File: src/rtl/event_encoder_4_2.sv
// Registered 4-to-2 event encoder. Captures request pulses as pending events
// and presents one binary index per valid/ready transfer in fixed priority order.
module event_encoder_4_2 #(
    parameter bit MSB_FIRST = 1'b1
) (
    input  logic       clk,
    input  logic       rst_n,
    input  logic [3:0] req,
    output logic [1:0] code,
    output logic       valid,
    input  logic       ready,
    output logic [3:0] pending,
    output logic       overflow
);

    logic [3:0] pend_q;
    logic [3:0] cand;
    logic       load;
    logic [1:0] sel;
    logic [3:0] sel_mask;

    assign cand    = pend_q | req;
    assign load    = !valid || ready;
    assign pending = pend_q;

    // The last set bit visited wins, so scan order sets the priority.
    always_comb begin
        sel = 2'd0;
        if (MSB_FIRST) begin
            for (int i = 0; i < 4; i++) begin
                if (cand[i]) sel = 2'(i);
            end
        end else begin
            for (int i = 3; i >= 0; i--) begin
                if (cand[i]) sel = 2'(i);
            end
        end
    end

    assign sel_mask = 4'b0001 << sel;

    always_ff @(posedge clk or negedge rst_n) begin
        if (!rst_n) begin
            pend_q   <= 4'b0000;
            code     <= 2'b00;
            valid    <= 1'b0;
            overflow <= 1'b0;
        end else begin
            overflow <= |(req & pend_q);
            if (load) begin
                if (cand != 4'b0000) begin
                    code   <= sel;
                    valid  <= 1'b1;
                    pend_q <= cand & ~sel_mask;
                end else begin
                    valid  <= 1'b0;
                    pend_q <= 4'b0000;
                end
            end else begin
                pend_q <= cand;
            end
        end
    end

endmodule
File: config.mk
export PLATFORM = sky130hd
export DESIGN_NAME = event_encoder_4_2
export DESIGN_NICKNAME = d
export VERILOG_FILES = /design/src/rtl/event_encoder_4_2.sv
export SDC_FILE = /design/constraint.sdc
export NUM_CORES = 1
export LEC_CHECK = 0
export ABC_AREA = 1
export CAP_MARGIN = 0
export CORE_AREA = 3 3 40 42
export CTS_CLUSTER_DIAMETER = 50
export DETAILED_ROUTE_END_ITERATION = 16
export DIE_AREA = 0 0 43 45
export PLACE_DENSITY = 0.51
export SLEW_MARGIN = 15
export SYNTH_ARGS = -nofsm -noshare
export SYNTH_HDL_FRONTEND = slang
export SYNTH_SLANG_ARGS = --single-unit
File: constraint.sdc
create_clock -name clk -period 1.1 [get_ports clk]
set_clock_uncertainty 0.05 [all_clocks]
set_input_delay 0.11 -clock clk [delete_from_list [all_inputs] [get_ports clk]]
set_output_delay 0.11 -clock clk [all_outputs]
set_load 0.005 [all_outputs]
Word level (Yosys, flattened, before mapping)

Cells that the tools add are included.

Shifts and indexed selects: 1
Muxes and demuxes: 6
Bitwise operators: 4
Reduce and logical (&&, ||, !) cells: 5

Operators by type and width:

| kind                  | count |
|---|---|
| $and A4 B4 Y4         | 2 |
| $mux W4               | 2 |
| $mux W2               | 2 |
| $not A4 Y4            | 1 |
| $or A4 B4 Y4          | 1 |
| $reduce_bool A4 Y1    | 1 |
| $reduce_or A4 Y1      | 1 |
| $shl A1 B2 Y4 const A | 1 |
| $mux W1               | 2 |
| $reduce_and A2 Y1     | 1 |
| $logic_not A1 Y1      | 1 |
| $logic_or A1 B1 Y1    | 1 |

Register bits: 8
Output and inout bits: 8

Longest topological paths before layout

Gate-level depths: netlist of run 1.

Depth after elaboration: 9
Depth in mapped cells: 6
Gate-level depth less buffers: 6

Least setup slack after synthesis of run 1

No wires, ideal clock.

Path type: register -> register
Start point: reg pend_q[1], in the netlist pending[1]
End point: reg code[0]
Setup time: 0.117 ns
Data arrival time: 0.848 ns
Path slack: 0.085 ns
Stages on the path, launching flop included: 7
Path buffers: 0
Period minus slack after synthesis: 1.015 ns
Cells stage by stage: dfrtp_1 > nor2_1 > nand2_1 > inv_1 > nand2_1 > nand3_1 > nand2_1

Word-level cells in the longest chain between the ends: 4
Elaborated cells on any way between the ends: 6
Those cells by class: mux (3); bitwise (1); reduce/logical (2)

Ends and longest elaborated chain:

| element                | line | text |
|---|---|---|
| from (decl)            | 16   | `logic [3:0] pend_q;` |
| from (signal assigned) | 54   | `pend_q <= cand & ~sel_mask;` |
| from (signal assigned) | 60   | `pend_q <= cand;` |
| $or A4 B4 Y4 (*)       | 22   | `assign cand = pend_q \| req;` |
| $mux W1                | 31   | `if (cand[i]) sel = 2'(i);` |
| $mux W2 (2 in a row)   | 31   |  |
| to (signal assigned)   | 52   | `code <= sel;` |
| to (decl)              | 9    | `output logic [1:0] code,` |

Every way passes the cells marked *; elsewhere a longest branch is shown, timed or not.
A chain may end at the register's enable or synchronous reset.

Worst setup path after layout of run 1

Start point: reg pend_q[2], in the netlist pending[2]
End point: reg code[0]

Word-level cells in the longest chain between the ends: 3
Elaborated cells on any way between the ends: 5
Those cells by class: mux (2); bitwise (1); reduce/logical (2)

Ends and longest elaborated chain:

| element                                                              | line |
|---|---|
| $or A4 B4 Y4 (*)                                                     | 22 |
| $reduce_bool A4 Y1 / $mux W2 (equally long branches)                 | 51, 31 |
| $reduce_and A2 Y1 (no source line) / $mux W2 (equally long branches) | n/a |

Marked as above.

==> impl_metrics.csv, run 1 <==
group,metric,value,unit
floorplan,start_util,0.284,
floorplan,chipHeight,45,microns
sta,hold_slack,0.0919,ns
sta,hold_violations,0,
synth,synth_cell_types,12,
cells_and_area,n_fill_cell,133,
clock_tree,clock_latency,0.25,ns
sta,setup_viol,0,
clock_tree,clkTransAtPathRegs,0.05,ns
sta,finalWorstSetupSlack,0.00371,ns
synth,netlist.area_leader.share,0.548,
routing,num_vias,365,
global_routing,grt_start_max_net_pins,9,
pwr,vdd_drop_max,0.000369,V
worst_setup_path,r2r_start,"pending[2]",
synth,synth.area.top_cells,"dfrtp_1 (55%), nand2_1 (15%), inv_1 (8.2%)",
cells_and_area,nets,80,
routing,wire_per_inst,9.77,microns
hold_path,hold_path.class,"in2async",
sta,min_period,1.10,ns
cells_and_area,n_antenna_cell,0,
cells_and_area,seq_area,200,sq um
routing,drt.antenna.violating_nets,0,
global_routing,grt_pass1_vias,374,
clock_tree,root_buffer,"clkbuf_4",
clock_tree,cts_tree,"done",
worst_setup_path,endpoint_kind,"flop",
routing,post_drt_via_cell_ratio,4.24,
pwr,power.leakage,0.303,nW
worst_setup_path,worstSetupPathType,"reg2reg",
routing,totalWireLength,840,microns
synth,netlist_area,365,sq um
cells_and_area,layout_commonest_cell,"nand2_1",
pwr,p_total,0.681,mW
synth,syn_nets,52,
sta,maxSlewViolCount,0,
synth,synth_area_leader_cell,"dfrtp_1",
sta,rsz0062_at_grt,"true",
job,drv_cap,0,
worst_setup_path,worstSetupStartpointType,"flop",
sta,max_freq,0.912,GHz
worst_setup_path,crit_required,1.24,ns
worst_setup_path,worstReg2RegEnd,"code[0]",
sta,period_share,0.997,
placement,io_buffers,14,
floorplan,ios,15,
placement,dp_slack,-0.171,ns
global_routing,grt_antenna_before_repair,0,
cells_and_area,final_core_util,0.498,
sta,worst_pin_slew,0.373,ns
floorplan,die_area,1940,sq um
placement,place_congestion,0.773,
global_routing,grt_pass1_wl,1440,microns
clock_tree,cts-buffers-inserted,3,
synth,syn-instance-count,45,
clock_tree,htreeDepth,1,
floorplan,num_rows,13,
clock_tree,clock_sinks,8,
worst_setup_path,cp_max_fo,3,
outcome,status,"finished, final reports clean",
cells_and_area,multi_input_area,163,sq um
cells_and_area,final_cell_mix,"nand2_1 (14), dfrtp_1 (8), dlygate4sd2_1 (8), inv_1 (7), buf_4 (7)",
floorplan,core,1280,sq um
synth,synth_area_per_cell,8.12,sq um
cells_and_area,area_delta_synth_final,75.0,%
worst_setup_path,rr_worst_depth,6,
routing,first_pass_iters,2,
worst_setup_path,reg2reg_slack,0.004,ns
global_routing,grt_usage,0.103,
synth,yosys_register_bits,8,
pwr,p_per_area,1070,nW/um^2
synth,yosysSeqAreaShare,0.548,
floorplan,fp.dieW,43,microns
sta,slew_headroom,0.751,
global_routing,grt-ovfl-total,0,
cells_and_area,drive_above_1_share,0.296,
worst_setup_path,critPathArrivalTime,1.24,ns
routing,drtIter0Drc,3,
synth,synth_warnings,0,
routing,drc,0,
placement,dp_hpwl,603,microns
clock_tree,cts.path.max_buffers,2,
cell usage after synthesis:
cell	number
nand3_1	1
nand2_1	15
nand2_2	1
o21ai_1	1
dfrtp_1	8
nor2_1	5
inv_1	8
o21ai_0	1
a21oi_1	2
nor2_4	1
o21ai_2	1
o2111ai_1	1
final cells by class:
| cell class | count | share of cell area |
|---|---|---|
| inverters | 8 | 0.0470 |
| well taps | 15 | 0.0294 |
| multi-input cells | 29 | 0.254 |
| repair buffers | 23 | 0.321 |
| clock buffers | 3 | 0.0352 |
| flip-flops and latches | 8 | 0.313 |
stage by stage:
| step | instances | TNS (ns) | instance area (sq um) |
|---|---|---|---|
| after CTS | 86 | 0 | 627 |
| after detailed placement | 78 | -0.533 | 554 |
| after global placement | 78 | -0.496 | 554 |
| final | 86 | 0 | 639 |
| after floorplan | 45 | 0 | 365 |
| after global routing | 86 | -0.230 | 639 |
what timing repair did:
item,4_1_cts,5_1_grt
setup endpoints to repair,9,6
pin swaps,4,1
setup buffers,5,0
resized for setup,16,4
hold buffers,0,0
critical path: stages (launching register included):
cell and delay (ns):
dfrtp_1 0.37, buf_4 0.14, inv_1 0.07, nand2_1 0.10, o21ai_1 0.15, nand3_1 0.09, nand2_1 0.07
worst max-delay path by stage:
stage	start	slack, ns	endpoint	cells past startpoint
5_1_grt	pending[2]	-0.09	code[0]	6
4_1_cts	pending[2]	0.006	code[0]	7
2_1_floorplan	pending[1]	0.09	code[0]	6
3_3_place_gp	req[1]	-0.14	code[0]	7
6_report	pending[2]	0.004	code[0]	6
3_5_place_dp	req[1]	-0.17	code[0]	7
power breakdown:
group / internal [mW] / switching, mW / leakage [nW]
Sequential: 0.311 / 0.00746 / 0.0817
Combinational: 0.0774 / 0.0620 / 0.208
Clock: 0.125 / 0.0983 / 0.0138
layer usage:
layer / share of wire / track usage / up-vias
met1: 0.43 / 0.115 / 164
met5: 0 / 0 / -
met4: 0 / 0.0723 / 0
met3: 0.060 / 0.0239 / 0
li1: - / - / 192
met2: 0.51 / 0.174 / 9
cell families after synthesis:
kind of cell / synth area share
and+or+nand+nor: 0.267
buffers and inverters: 0.0822
DFF: 0.548
AOI/OAI and AO/OA: 0.103
registers in the layout, summed over array words and instances, names as in the netlist:
signal / flops
pending: 4
valid: 1
code: 2
overflow: 1
Power figures use the tool's default switching activity.
==> run 2: changes to the inputs <==
Settings changed: GPL_ROUTABILITY_DRIVEN set to 0.
==> results of run 2 <==
The final DEF is identical to that of run 1; final timing and power are the same.
==> run 3: changes to the inputs <==
Settings changed: CORE_AREA 3 3 40 42 to 2 2 39 41, CTS_BUF_LIST set to sky130_fd_sc_hd__clkbuf_4, DIE_AREA 0 0 43 45 to 0 0 41 43, SLEW_MARGIN 15 to unset.
==> impl_metrics.csv, run 3 (synthesis gave the netlist of run 1 again) <==
group,metric,value,unit
global_routing,grt_pass1_wl,1440,microns
pwr,power.leakage,0.299,nW
routing,num_vias,367,
cells_and_area,drive_above_1_share,0.243,
worst_setup_path,slowest_stage,"dfrtp_1",
floorplan,die_area,1760,sq um
cells_and_area,final_cell_mix,"nand2_1 (14), inv_1 (8), dfrtp_1 (8), dlygate4sd2_1 (8), buf_4 (7)",
routing,post_drt_via_cell_ratio,4.27,
floorplan,fp.dieW,41,microns
cells_and_area,fin_cells,86,
floorplan,core,1380,sq um
worst_setup_path,r2r_start,"pending[3]",
clock_tree,htreeDepth,1,
worst_setup_path,crit_end,"pending[0]",
cells_and_area,largest_register_ffs,4,
placement,io_buffers,14,
floorplan,num_rows,14,
cells_and_area,nets,79,
sta,rsz0062_at_grt,"true",
outcome,failed_checks,"setup timing",
clock_tree,cts.path.max_buffers,2,
clock_tree,clkTransAtPathRegs,0.06,ns
outcome,status,"finished, violations left",
cells_and_area,area_delta_synth_final,69.5,%
sta,finalWorstSetupSlack,-0.00665,ns
global_routing,grt_util_met3,0.0471,
clock_tree,cts_tree,"done",
placement,place_inst,78,
sta,worst_pin_slew,0.387,ns
worst_setup_path,worstSetupPathType,"reg2reg",
routing,drt.antenna.violating_nets,0,
routing,drc,0,
pwr,p_per_area,1110,nW/um^2
sta,fin_tns_setup,-0.0127,ns
placement,place_area,548,sq um
routing,totalWireLength,880,microns
worst_setup_path,reg2reg_slack,-0.007,ns
worst_setup_path,endpoint_kind,"flop",
worst_setup_path,crit_path_max_incr_delay,0.38,ns
sta,setup_viol,2,
job,drv_cap,0,
routing,drtIter0Drc,1,
pwr,p_total,0.688,mW
worst_setup_path,worstReg2RegEnd,"pending[0]",
worst_setup_path,rr_worst_depth,5,
cells_and_area,fin_area,619,sq um
worst_setup_path,worstSetupStartpointType,"flop",
routing,wire_per_inst,10.2,microns
worst_setup_path,cp-startpoint,"pending[3]",
sta,slew_headroom,0.741,
clock_tree,clock_latency,0.26,ns
global_routing,grt_util_met2,0.178,
cells_and_area,layout_commonest_cell,"nand2_1",
sta,max_freq,0.904,GHz
sta,maxSlewViolCount,0,
global_routing,busiest_layer,"met2",
global_routing,grt_start_max_net_pins,9,
placement,dp_hpwl,620,microns
floorplan,ios,15,
floorplan,start_util,0.264,
sta,min_period,1.11,ns
worst_setup_path,cp_max_fo,4,
floorplan,chipHeight,43,microns
global_routing,use_met1,0.152,
clock_tree,cts-buffers-inserted,3,
global_routing,grt_usage,0.135,
sta,period_share,1.01,
worst_setup_path,cp_cell_sequence,"buf_6 > nor2_4 > nand2_1 > nor2_1 > a21oi_1",
hold_path,hold_path.class,"in2async",
clock_tree,root_buffer,"clkbuf_4",
global_routing,grt-ovfl-total,0,
worst_setup_path,crit_required,1.19,ns
routing,first_pass_iters,4,
clock_tree,clock_sinks,8,
global_routing,grt_antenna_before_repair,0,
sta,hold_violations,0,
global_routing,grt_pass1_vias,360,
cells_and_area,n_antenna_cell,0,
worst_setup_path,critPathArrivalTime,1.19,ns
pwr,vdd_drop_max,0.000466,V
run 3: layer usage:
layer	up-vias	wire [microns]
met5	-	0
met4	0	48
met3	5	56
met2	14	395
met1	159	380
li1	189	-
run 3: worst min path at each step:
stage | cells after the start | slack [ns] | end | startpoint
detailed placement | 1 | 0.37 | overflow | rst_n
CTS | 1 | 0.1 | overflow | rst_n
floorplan | 0 | -0.24 | code[0] | rst_n
global route | 1 | 0.11 | overflow | rst_n
global placement | 1 | 0.38 | overflow | rst_n
finish | 1 | 0.09 | pending[2] | rst_n
run 3: timing repair:
action | 4_1_cts | 5_1_grt
pin swaps | 4 | 1
gates resized for setup | 12 | 3
setup buffers | 5 | 0
setup endpoints to repair | 9 | 7
hold buffers | 0 | 0
run 3: metrics by stage:
step	setup WS [ns]	utilization	hold slack, ns
CTS	-0.0134	0.441	0.0985
floorplan	0.0852	-	-0.236
global placement	-0.137	0.396	0.378
finish	-0.00665	0.448	0.0871
detailed placement	-0.140	0.396	0.375
global route	-0.0738	0.448	0.111
run 3: worst max-delay path, delay by kind of cell, from the launching register on:
kind,cells,cell delay [ns]
buffers and inverters,1,0.12
AO/OA/AOI/OAI,1,0.08
flip-flops,1,0.38
AND/OR/NAND/NOR,3,0.34
run 3: area by class of cell:
type / instances / area (sq um)
Fill cell: 154 / 764
Sequential cell: 8 / 200
Timing Repair Buffer: 22 / 194
Multi-Input combinational cell: 29 / 153
Inverter: 8 / 30.0
Clock buffer: 3 / 22.5
Tap cell: 16 / 20.0
run 3: where the power goes:
part | switching [mW] | internal [mW] | leakage [nW]
Combinational | 0.0606 | 0.0775 | 0.204
Sequential | 0.00721 | 0.311 | 0.0817
Clock | 0.106 | 0.125 | 0.0138
Total | 0.174 | 0.514 | 0.299
